**src/rtl/lieat_axi_arb.sv**
```systemverilog
// lieat_axi_arb: NPORT-client to single AXI4 master arbiter.
// Read and write paths are independent round-robin arbiters, each with one
// transaction in flight. A grant latches the winning client's address
// request; the master-side AR/AW are driven from those registered copies,
// with the AXI ID carrying the granted port index.
// Ports:
//   clk, rstn          - clock (rising edge), async active-low reset
//   c_ar*/c_r*         - per-client read address / shared read data
//   c_aw*/c_w*/c_b*    - per-client write address, data, response
//   io_master_*        - AXI4 master AW/W/B/AR/R channels (INCR bursts)
module lieat_axi_arb #(
   parameter int NPORT = 2,
   parameter int AW    = 32,
   parameter int DW    = 32,
   parameter int IDW   = 4
) (
   input  logic                  clk,
   input  logic                  rstn,
   // client read address / data
   input  logic [NPORT-1:0]      c_arvalid,
   output logic [NPORT-1:0]      c_arready,
   input  logic [NPORT*AW-1:0]   c_araddr,
   input  logic [NPORT*8-1:0]    c_arlen,
   input  logic [NPORT*3-1:0]    c_arsize,
   output logic [NPORT-1:0]      c_rvalid,
   input  logic [NPORT-1:0]      c_rready,
   output logic [DW-1:0]         c_rdata,
   output logic                  c_rlast,
   output logic [1:0]            c_rresp,
   // client write address / data / response
   input  logic [NPORT-1:0]      c_awvalid,
   output logic [NPORT-1:0]      c_awready,
   input  logic [NPORT*AW-1:0]   c_awaddr,
   input  logic [NPORT*8-1:0]    c_awlen,
   input  logic [NPORT*3-1:0]    c_awsize,
   input  logic [NPORT-1:0]      c_wvalid,
   output logic [NPORT-1:0]      c_wready,
   input  logic [NPORT*DW-1:0]   c_wdata,
   input  logic [NPORT*DW/8-1:0] c_wstrb,
   output logic [NPORT-1:0]      c_bvalid,
   input  logic [NPORT-1:0]      c_bready,
   output logic [1:0]            c_bresp,
   // master AW
   output logic                  io_master_awvalid,
   input  logic                  io_master_awready,
   output logic [AW-1:0]         io_master_awaddr,
   output logic [7:0]            io_master_awlen,
   output logic [2:0]            io_master_awsize,
   output logic [1:0]            io_master_awburst,
   output logic [IDW-1:0]        io_master_awid,
   // master W
   output logic                  io_master_wvalid,
   input  logic                  io_master_wready,
   output logic [DW-1:0]         io_master_wdata,
   output logic [DW/8-1:0]       io_master_wstrb,
   output logic                  io_master_wlast,
   // master B
   input  logic                  io_master_bvalid,
   output logic                  io_master_bready,
   input  logic [1:0]            io_master_bresp,
   input  logic [IDW-1:0]        io_master_bid,
   // master AR
   output logic                  io_master_arvalid,
   input  logic                  io_master_arready,
   output logic [AW-1:0]         io_master_araddr,
   output logic [7:0]            io_master_arlen,
   output logic [2:0]            io_master_arsize,
   output logic [1:0]            io_master_arburst,
   output logic [IDW-1:0]        io_master_arid,
   // master R
   input  logic                  io_master_rvalid,
   output logic                  io_master_rready,
   input  logic [DW-1:0]         io_master_rdata,
   input  logic [1:0]            io_master_rresp,
   input  logic                  io_master_rlast,
   input  logic [IDW-1:0]        io_master_rid
);

   localparam int PW = $clog2(NPORT);
   localparam int SW = DW / 8;
   localparam logic [PW-1:0] PTR_RST = PW'(NPORT - 1);
   localparam logic [1:0] SLVERR = 2'b10;

   // Round-robin pick: first requester at or after ptr+1, wrapping.
   function automatic logic [PW-1:0] rr_pick(input logic [NPORT-1:0] req,
                                             input logic [PW-1:0]    ptr);
      logic [PW-1:0] win;
      logic          found;
      int            idx;
      win   = '0;
      found = 1'b0;
      for (int i = 1; i <= NPORT; i++) begin
         idx = (int'(ptr) + i) % NPORT;
         if (!found && req[idx]) begin
            win   = PW'(idx);
            found = 1'b1;
         end
      end
      return win;
   endfunction

   // ------------------------------------------------------------ read path
   typedef enum logic [1:0] {R_IDLE, R_ADDR, R_DATA} rstate_e;

   rstate_e       rstate_q, rstate_d;
   logic [PW-1:0] rgnt_q, rgnt_d, rptr_q, rptr_d, rwin;
   logic [AW-1:0] araddr_q, araddr_d;
   logic [7:0]    arlen_q, arlen_d;
   logic [2:0]    arsize_q, arsize_d;

   assign rwin = rr_pick(c_arvalid, rptr_q);

   always_comb begin
      rstate_d          = rstate_q;
      rgnt_d            = rgnt_q;
      rptr_d            = rptr_q;
      araddr_d          = araddr_q;
      arlen_d           = arlen_q;
      arsize_d          = arsize_q;
      io_master_arvalid = 1'b0;
      io_master_rready  = 1'b0;
      c_arready         = '0;
      c_rvalid          = '0;
      case (rstate_q)
         R_IDLE: begin
            // Request is captured here, so a client dropping arvalid
            // afterwards does not abort the transaction.
            if (|c_arvalid) begin
               rgnt_d   = rwin;
               rptr_d   = rwin;
               araddr_d = c_araddr[rwin*AW +: AW];
               arlen_d  = c_arlen[rwin*8 +: 8];
               arsize_d = c_arsize[rwin*3 +: 3];
               rstate_d = R_ADDR;
            end
         end
         R_ADDR: begin
            io_master_arvalid = 1'b1;
            if (io_master_arready) begin
               c_arready[rgnt_q] = 1'b1;
               rstate_d          = R_DATA;
            end
         end
         R_DATA: begin
            c_rvalid[rgnt_q] = io_master_rvalid;
            io_master_rready = c_rready[rgnt_q];
            if (io_master_rvalid && c_rready[rgnt_q] && io_master_rlast)
               rstate_d = R_IDLE;
         end
         default: rstate_d = R_IDLE;
      endcase
   end

   always_ff @(posedge clk or negedge rstn) begin
      if (!rstn) begin
         rstate_q <= R_IDLE;
         rgnt_q   <= '0;
         rptr_q   <= PTR_RST;
         araddr_q <= '0;
         arlen_q  <= '0;
         arsize_q <= '0;
      end else begin
         rstate_q <= rstate_d;
         rgnt_q   <= rgnt_d;
         rptr_q   <= rptr_d;
         araddr_q <= araddr_d;
         arlen_q  <= arlen_d;
         arsize_q <= arsize_d;
      end
   end

   assign io_master_araddr  = araddr_q;
   assign io_master_arlen   = arlen_q;
   assign io_master_arsize  = arsize_q;
   assign io_master_arburst = 2'b01;
   assign io_master_arid    = IDW'(rgnt_q);

   // Data is shared; only the granted port's rvalid qualifies it. A beat
   // tagged with a foreign ID is still delivered but flagged as SLVERR.
   assign c_rdata = io_master_rdata;
   assign c_rlast = io_master_rlast;
   assign c_rresp = (io_master_rid != IDW'(rgnt_q)) ? SLVERR : io_master_rresp;

   // ----------------------------------------------------------- write path
   typedef enum logic [1:0] {W_IDLE, W_ADDR, W_DATA, W_RESP} wstate_e;

   wstate_e       wstate_q, wstate_d;
   logic [PW-1:0] wgnt_q, wgnt_d, wptr_q, wptr_d, wwin;
   logic [AW-1:0] awaddr_q, awaddr_d;
   logic [7:0]    awlen_q, awlen_d;
   logic [2:0]    awsize_q, awsize_d;
   logic [7:0]    wcnt_q, wcnt_d;

   assign wwin = rr_pick(c_awvalid, wptr_q);

   always_comb begin
      wstate_d          = wstate_q;
      wgnt_d            = wgnt_q;
      wptr_d            = wptr_q;
      awaddr_d          = awaddr_q;
      awlen_d           = awlen_q;
      awsize_d          = awsize_q;
      wcnt_d            = wcnt_q;
      io_master_awvalid = 1'b0;
      io_master_wvalid  = 1'b0;
      io_master_bready  = 1'b0;
      c_awready         = '0;
      c_wready          = '0;
      c_bvalid          = '0;
      case (wstate_q)
         W_IDLE: begin
            if (|c_awvalid) begin
               wgnt_d   = wwin;
               wptr_d   = wwin;
               awaddr_d = c_awaddr[wwin*AW +: AW];
               awlen_d  = c_awlen[wwin*8 +: 8];
               awsize_d = c_awsize[wwin*3 +: 3];
               wstate_d = W_ADDR;
            end
         end
         W_ADDR: begin
            io_master_awvalid = 1'b1;
            if (io_master_awready) begin
               c_awready[wgnt_q] = 1'b1;
               wcnt_d            = '0;
               wstate_d          = W_DATA;
            end
         end
         W_DATA: begin
            io_master_wvalid = c_wvalid[wgnt_q];
            c_wready[wgnt_q] = io_master_wready;
            if (c_wvalid[wgnt_q] && io_master_wready) begin
               wcnt_d = wcnt_q + 8'd1;
               if (wcnt_q == awlen_q) wstate_d = W_RESP;
            end
         end
         W_RESP: begin
            c_bvalid[wgnt_q] = io_master_bvalid;
            io_master_bready = c_bready[wgnt_q];
            if (io_master_bvalid && c_bready[wgnt_q]) wstate_d = W_IDLE;
         end
         default: wstate_d = W_IDLE;
      endcase
   end

   always_ff @(posedge clk or negedge rstn) begin
      if (!rstn) begin
         wstate_q <= W_IDLE;
         wgnt_q   <= '0;
         wptr_q   <= PTR_RST;
         awaddr_q <= '0;
         awlen_q  <= '0;
         awsize_q <= '0;
         wcnt_q   <= '0;
      end else begin
         wstate_q <= wstate_d;
         wgnt_q   <= wgnt_d;
         wptr_q   <= wptr_d;
         awaddr_q <= awaddr_d;
         awlen_q  <= awlen_d;
         awsize_q <= awsize_d;
         wcnt_q   <= wcnt_d;
      end
   end

   assign io_master_awaddr  = awaddr_q;
   assign io_master_awlen   = awlen_q;
   assign io_master_awsize  = awsize_q;
   assign io_master_awburst = 2'b01;
   assign io_master_awid    = IDW'(wgnt_q);

   // W payload always follows the granted port; wvalid gates its use.
   assign io_master_wdata = c_wdata[wgnt_q*DW +: DW];
   assign io_master_wstrb = c_wstrb[wgnt_q*SW +: SW];
   assign io_master_wlast = (wcnt_q == awlen_q);

   assign c_bresp = (io_master_bid != IDW'(wgnt_q)) ? SLVERR : io_master_bresp;

endmodule

```
**config.mk**
```make
export PLATFORM = sky130hd
export DESIGN_NAME = lieat_axi_arb
export DESIGN_NICKNAME = d
export VERILOG_FILES = /design/src/rtl/lieat_axi_arb.sv
export SDC_FILE = /design/constraint.sdc
export NUM_CORES = 1
export LEC_CHECK = 0
export ABC_AREA = 0
export CAP_MARGIN = 30
export CORE_AREA = 2 2 192 194
export DETAILED_ROUTE_END_ITERATION = 10
export DIE_AREA = 0 0 194 196
export RECOVER_POWER = 100
export SYNTH_ARGS = -nofsm -noshare
export SYNTH_HDL_FRONTEND = slang
export SYNTH_SLANG_ARGS = --single-unit
```
**constraint.sdc**
```tcl
create_clock -name clk -period 2.77 [get_ports clk]
set_input_delay 0.6925 -clock clk [delete_from_list [all_inputs] [get_ports clk]]
set_output_delay 0.6925 -clock clk [all_outputs]
set_load 0.02 [all_outputs]
```
# Word-level counts from Yosys, hierarchy flattened
# Cells that the tools add are included.
# op_classes
add_sub_neg,5
mul,2
div,0
n_lt_le_gt_ge,8
eq_ne,16
shifts,8
n_mux,55
n_bitwise,7
n_reduce_logical,20
# ops
op,n
64-bit by 7-bit variable part select with 32-bit output,3
2-bit two-way mux,17
16-bit by 5-bit variable part select with 8-bit output,2
1-bit two-way mux,31
8-bit two-way mux,2
2-bit inequality test (second input constant),8
8-bit one-hot mux with 2 select lines,1
2-bit by 3-bit < comparator with 1-bit output (second input constant),4
6-bit by 4-bit variable part select with 3-bit output,2
8-bit by 1-bit adder with 8-bit output (second input constant),1
8-bit equality test,1
1-bit logical AND,8
4-bit by 1-bit inequality test with 1-bit output,2
2-bit one-hot mux with 4 select lines,1
8-bit by 4-bit variable part select with 4-bit output,1
2-bit AND,3
2-bit equality test (second input constant),3
1-bit by 2-bit multiplier with 3-bit output (second input constant),2
2-bit one-hot mux with 3 select lines,1
3-bit AND reduction,2
5-bit AND reduction,1
1-bit adder (second input constant),4
1-bit AND (first input constant),4
2-bit by 1-bit equality test with 1-bit output (second input constant),2
8 further kinds,15
# totals
register_bits,102
latch_bits,0
mem_bits_rw,0
rom_bits,0
in_bits,306
mem_count,0

# Depth between registers and ports, before layout
# Gate-level depths: netlist of the first run.
# depth
word_depth,11
ltp_mapped,8
mapped_depth_nobuf,7

# Least setup slack after synthesis of the first run
# OpenSTA, ideal clock, no wires.
# synth_timing
path_kind,register -> output
start,register wstate_q[0]
end,output port c_wready[0]
arrival_ps,1424
required_ps,2078
slack_ps,654
path_stages_with_launch,6
n_path_buf,1
path_cell_list,dfrtp_1 inv_1 ha_1 clkbuf_1 inv_1 nor3_1
# synth_via
elab_chain_len,2
# synth_lines
item,line,rtl
start: declaration,187,"wstate_e wstate_q, wstate_d;"
start signal: assignment,256,wstate_q <= wstate_d;
2-bit equality test,210,case (wstate_q)
2-bit two-way mux,210,
end: declaration,37,"output logic [NPORT-1:0] c_wready,"
# No other way between the ends.

# Worst setup path after layout of the first run
# layout_timing
start,input port c_wdata[37]
end,output port io_master_wdata[5]
# layout_via
elab_chain_len,1
# layout_lines
item,line,rtl
start: declaration,38,"input logic [NPORT*DW-1:0] c_wdata,"
64-bit by 7-bit variable part select with 32-bit output,273,assign io_master_wdata = c_wdata[wgnt_q*DW +: DW];
end: declaration,54,"output logic [DW-1:0] io_master_wdata,"
# No other way between the ends.

==> results.py, run 1 <==
metrics = {
    "timing": {
        "hold_viol_final": 0,
        "slew_violations": 0,
        "min_period_over_period_pct": 100,
        "fin_ws_ns": -0.00285,
        "worst_pin_slew_ns": 1.22,
        "clock.fmax_mhz": 361,
        "final.setup_skew_ns": 0.00625,
        "setup_tns_ns": -0.00285,
        "rsz0062_at_grt": "false",
        "max-slew-margin-rel_pct": 18.8,
        "period_needed_ns": 2.77,
        "setup_viol": 1,
    },
    "yosys": {
        "yosysWarnings": 0,
        "synth-seq-cells": 102,
        "postSynthCellCount": 586,
        "synthTopCellsByCount": "dfrtp_1 (100), nand2_1 (93), o21ai_0 (92)",
        "synth_edf_count": 0,
        "async_flop_share_pct": 100,
        "synth_top_family_by_area": "multiplexers",
        "synthAdderAreaFrac_pct": 1.08,
        "ys_seq_area_share_pct": 44.2,
        "ys.flop_type": "dfrtp_1",
        "yosys.cell_count.top_type": "dfrtp_1",
        "synth_area_leaders": "dfrtp_1 (43%), mux2i_1 (15%), o21ai_0 (8.0%)",
        "synth_top_area_cell": "dfrtp_1",
        "synth_xor_area_share_pct": 2.27,
        "syn_area_um2": 5790,
        "ys_types": 38,
        "synth_simple_gate_area_share_pct": 10.4,
        "synth_top_area_share_pct": 43.2,
        "avgSynthCellArea_um2": 9.88,
        "synth_compound_area_share_pct": 10.3,
        "synth_mux_area_share_pct": 22.6,
    },
    "job": {
        "cap_violations": 0,
    },
    "power_and_ir_drop": {
        "switching_share_pct": 41.6,
        "clock_power_share_pct": 16.6,
        "p_per_area_nw_per_um2": 895,
        "p_comb_share_pct": 56.0,
        "p_sw_uw": 3990,
        "ir_worst_vdd_mv": 0.472,
        "p_int_uw": 5590,
        "leakagePower_uw": 0.00453,
        "pwr-share-seq_pct": 27.4,
    },
    "clocking": {
        "htreeDepth": 3,
        "cts_tree": "yes",
        "post_cts_buffers": 0,
        "clk_latency_ns": 0.35,
        "cts.sinks": 102,
        "numCtsBuffers": 9,
        "clkSlewWorstSetupHoldPaths_ns": 0.07,
        "root_buffer": "clkbuf_16",
        "clockBufferDepth": 2,
    },
    "grt": {
        "grt_antenna_before_repair": 1,
        "top_usage_layer": "met2",
        "grt_first_pass_wirelength_mm": 36.0,
        "use_met1_pct": 12.9,
        "met2_usage_pct": 23.1,
        "overflow": 0,
        "met3_usage_pct": 5.78,
        "grt_pass1_vias": 5872,
        "grt_max_degree": 76,
        "grtUsageTotal_pct": 12.6,
    },
    "run_status": {
        "status": "complete, but fails checks",
        "violations": "negative setup slack",
    },
    "floorplanning": {
        "ios": 493,
        "core_area_um2": 36100,
        "initial_core_util_pct": 16.0,
        "rows": 70,
        "die-area_um2": 38000,
        "die_h_um": 196,
        "die_w_um": 194,
    },
    "critical_path": {
        "critPathCaptureType": "output pin",
        "cp-start-kind": "input port",
        "cpMostUsedCell": "clkdlybuf4s50_1",
        "timing.rr.end": "io_master_awaddr[0]$_DFFE_PN0P_",
        "r2r_slack_ns": 0.54,
        "critPathArrivalTime_ns": 2.08,
        "crit_slowest_cell": "clkdlybuf4s50_1",
        "critPathMaxFanout": 1,
        "max_stage_delay_ns": 0.57,
        "path_class": "in -> out",
        "r2r_start": "wstate_q[0]$_DFFE_PN0P_",
        "cp.required_ns": 2.08,
        "r2r_cells": 5,
        "worstPathCellList": "clkdlybuf4s50_1 -> mux2_1 -> clkdlybuf4s50_1",
    },
    "cells_and_area": {
        "fin_nets": 1281,
        "design_area_um2": 10700,
        "syn_to_final_growth_pct": 85.0,
        "drive_gt1_share_pct": 8.11,
        "utilization_pct": 29.7,
    },
    "route": {
        "wirelength_mm": 24.6,
        "final_antenna_net_count": 0,
        "drt-initial-drc-count": 123,
        "avgViaCountPerCell": 3.94,
        "wire_per_inst_um": 17.0,
        "drc": 0,
        "vias": 5683,
        "drtPass1Iterations": 4,
    },
    "hold_path": {
        "worstHoldStart": "io_master_awaddr[20]$_DFFE_PN0P_",
        "hold-path-cell-count": 2,
        "hold_path.class": "reg -> reg",
        "min_delay_worst_endpoint": "io_master_awaddr[20]$_DFFE_PN0P_",
    },
    "place": {
        "dp_hpwl_mm": 20.6,
        "dp_slack_ns": -0.257,
        "io_buffers": 418,
        "gp_congestion": 0.797,
        "placed_area_um2": 10400,
    },
}
## power by group through the flow
stage	Sequential, uW	Combinational [uW]	Clock, uW
6_report	2630	5370	1590
5_1_grt	2740	5800	1730
4_1_cts	2670	5780	1690
3_5_place_dp	2690	5770	0
3_3_place_gp	2660	5750	0
2_1_floorplan	3340	2190	0
## placed cells by master (no fill, tap or decap), types with 10 or more instances in the layout
cell	instances
mux2_2	28
conb_1	10
clkdlybuf4s50_1	302
mux2i_1	89
xnor2_1	13
nor2_1	16
dfrtp_1	99
nand2_1	93
o21ai_0	93
buf_4	18
dlygate4sd3_1	97
## layout make-up
type | count | area [um^2]
clock inverters | 6 | 134
diodes | 1 | 2.50
well taps | 468 | 586
fillers | 3833 | 25400
flip-flops and latches | 102 | 2560
multi-input cells | 404 | 2740
clock buffers | 9 | 225
inverters | 7 | 26.3
repair buffers | 446 | 4440
## flip-flops by register name (all words and copies together), names as in the netlist
name and cells:
io_master_awlen 8, io_master_araddr 32, wcnt_q 8, io_master_awaddr 32
rptr_q 1, wgnt_q 1, rgnt_q 1, io_master_awsize 3
rstate_q 2, io_master_arsize 3, io_master_arlen 8, wptr_q 1
wstate_q 2
## metal layers
layer  part of all wire, %  vias up
met2                    51      331
met1                    36     2601
met5                     0        -
li1                      -     2734
met3                    11       17
met4                   1.4        0
## stage by stage
stage          hold WS (ns)  std cells  total power [uW]
2_1_floorplan         0.397        594              5530
3_3_place_gp          0.461       1427              8400
3_5_place_dp          0.469       1427              8460
4_1_cts               0.318       1442             10100
5_1_grt               0.497       1443             10300
6_report              0.474       1443              9580
## worst max-delay path: cells and delay by family
| kind | cells | cell delay [ns] |
|---|---|---|
| buffers and inverters | 2 | 1.04 |
| multiplexers | 1 | 0.35 |
## timing repair
item	CTS	global route
endpoints found under the setup margin	22	8
cloned	0	0
pin swaps	1	1
gates resized for setup	13	5
hold buffers	0	0
## cell families (layout without fill, tap and decap cells)
logic type | count (synthesis) | after routing
simple gates | 137 | 137
fa+ha+maj | 5 | 5
other cells | 2 | 11
mux | 126 | 126
flops | 102 | 102
compound gates | 111 | 111
buf+inv | 88 | 468
xor+xnor | 15 | 15
## worst max-delay path by stage
stage / from / end / slack, ns / depth (start not counted)
floorplan: wstate_q[0]$_DFFE_PN0P_ / c_wready[0] / 0.65 / 5
global placement: io_master_bid[0] / c_bresp[0] / -0.32 / 6
detailed placement: io_master_bid[0] / c_bresp[0] / -0.26 / 6
CTS: wgnt_q$_DFFE_PN0P_ / io_master_wdata[26] / 0.006 / 3
global route: wgnt_q$_DFFE_PN0P_ / io_master_wdata[7] / 0.00003 / 3
finish: c_wdata[37] / io_master_wdata[5] / -0.003 / 3
No activity file was read; power rests on OpenSTA's default activity.
==> inputs of run 2 (changes only) <==
- SKIP_CTS_REPAIR_TIMING: default -> 1
==> run 2 against run 1 <==
  * The run still ends with negative setup slack left
  * Register-to-register slack about the same
  * First-iteration DRC count shrank 13%
  * Global-route usage is essentially flat
  * Final cell count unchanged
==> results.py, run 2 (same netlist as run 1, synthesis figures left out) <==
metrics = {
    "run_status": {
        "status": "complete, but fails checks",
        "violations": "negative setup slack",
    },
    "route": {
        "drtPass1Iterations": 4,
        "drc": 0,
        "drt-initial-drc-count": 107,
        "vias": 5660,
        "wire_per_inst_um": 17.1,
        "wirelength_mm": 24.6,
        "final_antenna_net_count": 0,
        "avgViaCountPerCell": 3.92,
    },
    "power_and_ir_drop": {
        "leakagePower_uw": 0.00448,
        "ir_worst_vdd_mv": 0.330,
        "total_power_uw": 9580,
        "p_per_area_nw_per_um2": 898,
    },
    "place": {
        "io_buffers": 418,
        "dp_hpwl_mm": 20.6,
        "dp_slack_ns": -0.257,
        "placed_area_um2": 10400,
        "gp_congestion": 0.797,
    },
    "critical_path": {
        "max_stage_delay_ns": 0.57,
        "critPathArrivalTime_ns": 2.08,
        "crit_slowest_cell": "clkdlybuf4s50_1",
        "cp-start-kind": "input port",
        "critPathCaptureType": "output pin",
        "r2r_start": "wstate_q[0]$_DFFE_PN0P_",
        "worstPathCellList": "clkdlybuf4s50_1 -> mux2_1 -> clkdlybuf4s50_1",
        "cpLargestDelayFamily": "buffers and inverters",
        "cp.required_ns": 2.08,
        "cpMostUsedCell": "clkdlybuf4s50_1",
        "critPathMaxFanout": 1,
        "crit_buf_inv": 2,
        "path_class": "in -> out",
        "cp-startpoint": "c_wdata[37]",
    },
    "floorplanning": {
        "ios": 493,
        "core_area_um2": 36100,
        "initial_core_util_pct": 16.0,
        "die-area_um2": 38000,
        "die_h_um": 196,
        "rows": 70,
        "die_w_um": 194,
    },
    "hold_path": {
        "worstHoldStart": "io_master_awaddr[20]$_DFFE_PN0P_",
        "hold_path.class": "reg -> reg",
    },
    "timing": {
        "clock.fmax_mhz": 361,
        "max-slew-margin-rel_pct": 18.6,
        "setup_tns_ns": -0.00354,
        "period_needed_ns": 2.77,
        "setup_viol": 1,
        "slew_violations": 0,
        "min_period_over_period_pct": 100,
        "rsz0062_at_grt": "false",
        "hold_viol_final": 0,
        "final.setup_skew_ns": 0.00692,
        "fin_ws_ns": -0.00354,
        "worst_pin_slew_ns": 1.22,
    },
    "grt": {
        "grt_max_degree": 76,
        "grt_antenna_before_repair": 1,
        "grt_pass1_vias": 5881,
        "overflow": 0,
        "grt_first_pass_wirelength_mm": 36.0,
        "grtUsageTotal_pct": 12.6,
    },
    "cells_and_area": {
        "drive_gt1_share_pct": 8.11,
        "utilization_pct": 29.6,
        "fin_nets": 1281,
        "final_cell_mix": "clkdlybuf4s50_1 (303), dfrtp_1 (99), dlygate4sd3_1 (96)",
        "design_area_um2": 10700,
        "final_common_cell": "clkdlybuf4s50_1",
        "syn_to_final_growth_pct": 84.4,
    },
    "job": {
        "cap_violations": 0,
    },
    "clocking": {
        "numCtsBuffers": 9,
        "cts_tree": "yes",
        "htreeDepth": 3,
        "clkSlewWorstSetupHoldPaths_ns": 0.07,
        "cts.sinks": 102,
        "root_buffer": "clkbuf_16",
        "clockBufferDepth": 2,
        "clk_latency_ns": 0.35,
    },
}
-- run 2: final cells by class --
class                           instances  area (um^2)
Multi-Input combinational cell        404         2740
Clock buffer                            9          225
Timing Repair Buffer                  446         4400
Antenna cell                            1         2.50
Tap cell                              468          586
Sequential cell                       102         2560
Fill cell                            3842        25400
Clock inverter                          6          134
Inverter                                7         26.3
-- run 2: stage by stage --
stage               hold WS (ns)  instances
detailed placement         0.469       1427
CTS                        0.318       1442
global placement           0.461       1427
floorplan                  0.397        594
finish                     0.474       1443
global route               0.497       1443
-- run 2: metal layers --
metal / share of wire [%] / track usage, %
met1: 36 / 12.9
met2: 51 / 23.1
met3: 11 / 5.76
met4: 1.4 / 3.37
met5: 0 / 0.128
-- run 2: power by group --
group          switching, uW  internal [uW]  total (uW)
Clock                    616            973        1590
Sequential               437           2190        2630
Combinational           2940           2420        5360
Total                   3990           5580        9580
-- run 2: path summary, 6_finish.rpt --
path | end | slack [ns] | cells after the start
min | io_master_awaddr[20]$_DFFE_PN0P_ | 0.47 | 2
max reg2reg | io_master_awaddr[0]$_DFFE_PN0P_ | 0.54 | 5
min in group asynchronous | io_master_awlen[2]$_DFFE_PN0P_ | 0.51 | 1
min reg2reg | io_master_awaddr[20]$_DFFE_PN0P_ | 0.47 | 2
max in group asynchronous | wgnt_q$_DFFE_PN0P_ | 0.53 | 2
max | io_master_wdata[5] | -0.004 | 3
-- run 2: worst min-delay path, stage by stage, from the launching register on --
cell and delay (ns):
dfrtp_1 0.34, nand2_1 0.04, o21ai_0 0.06
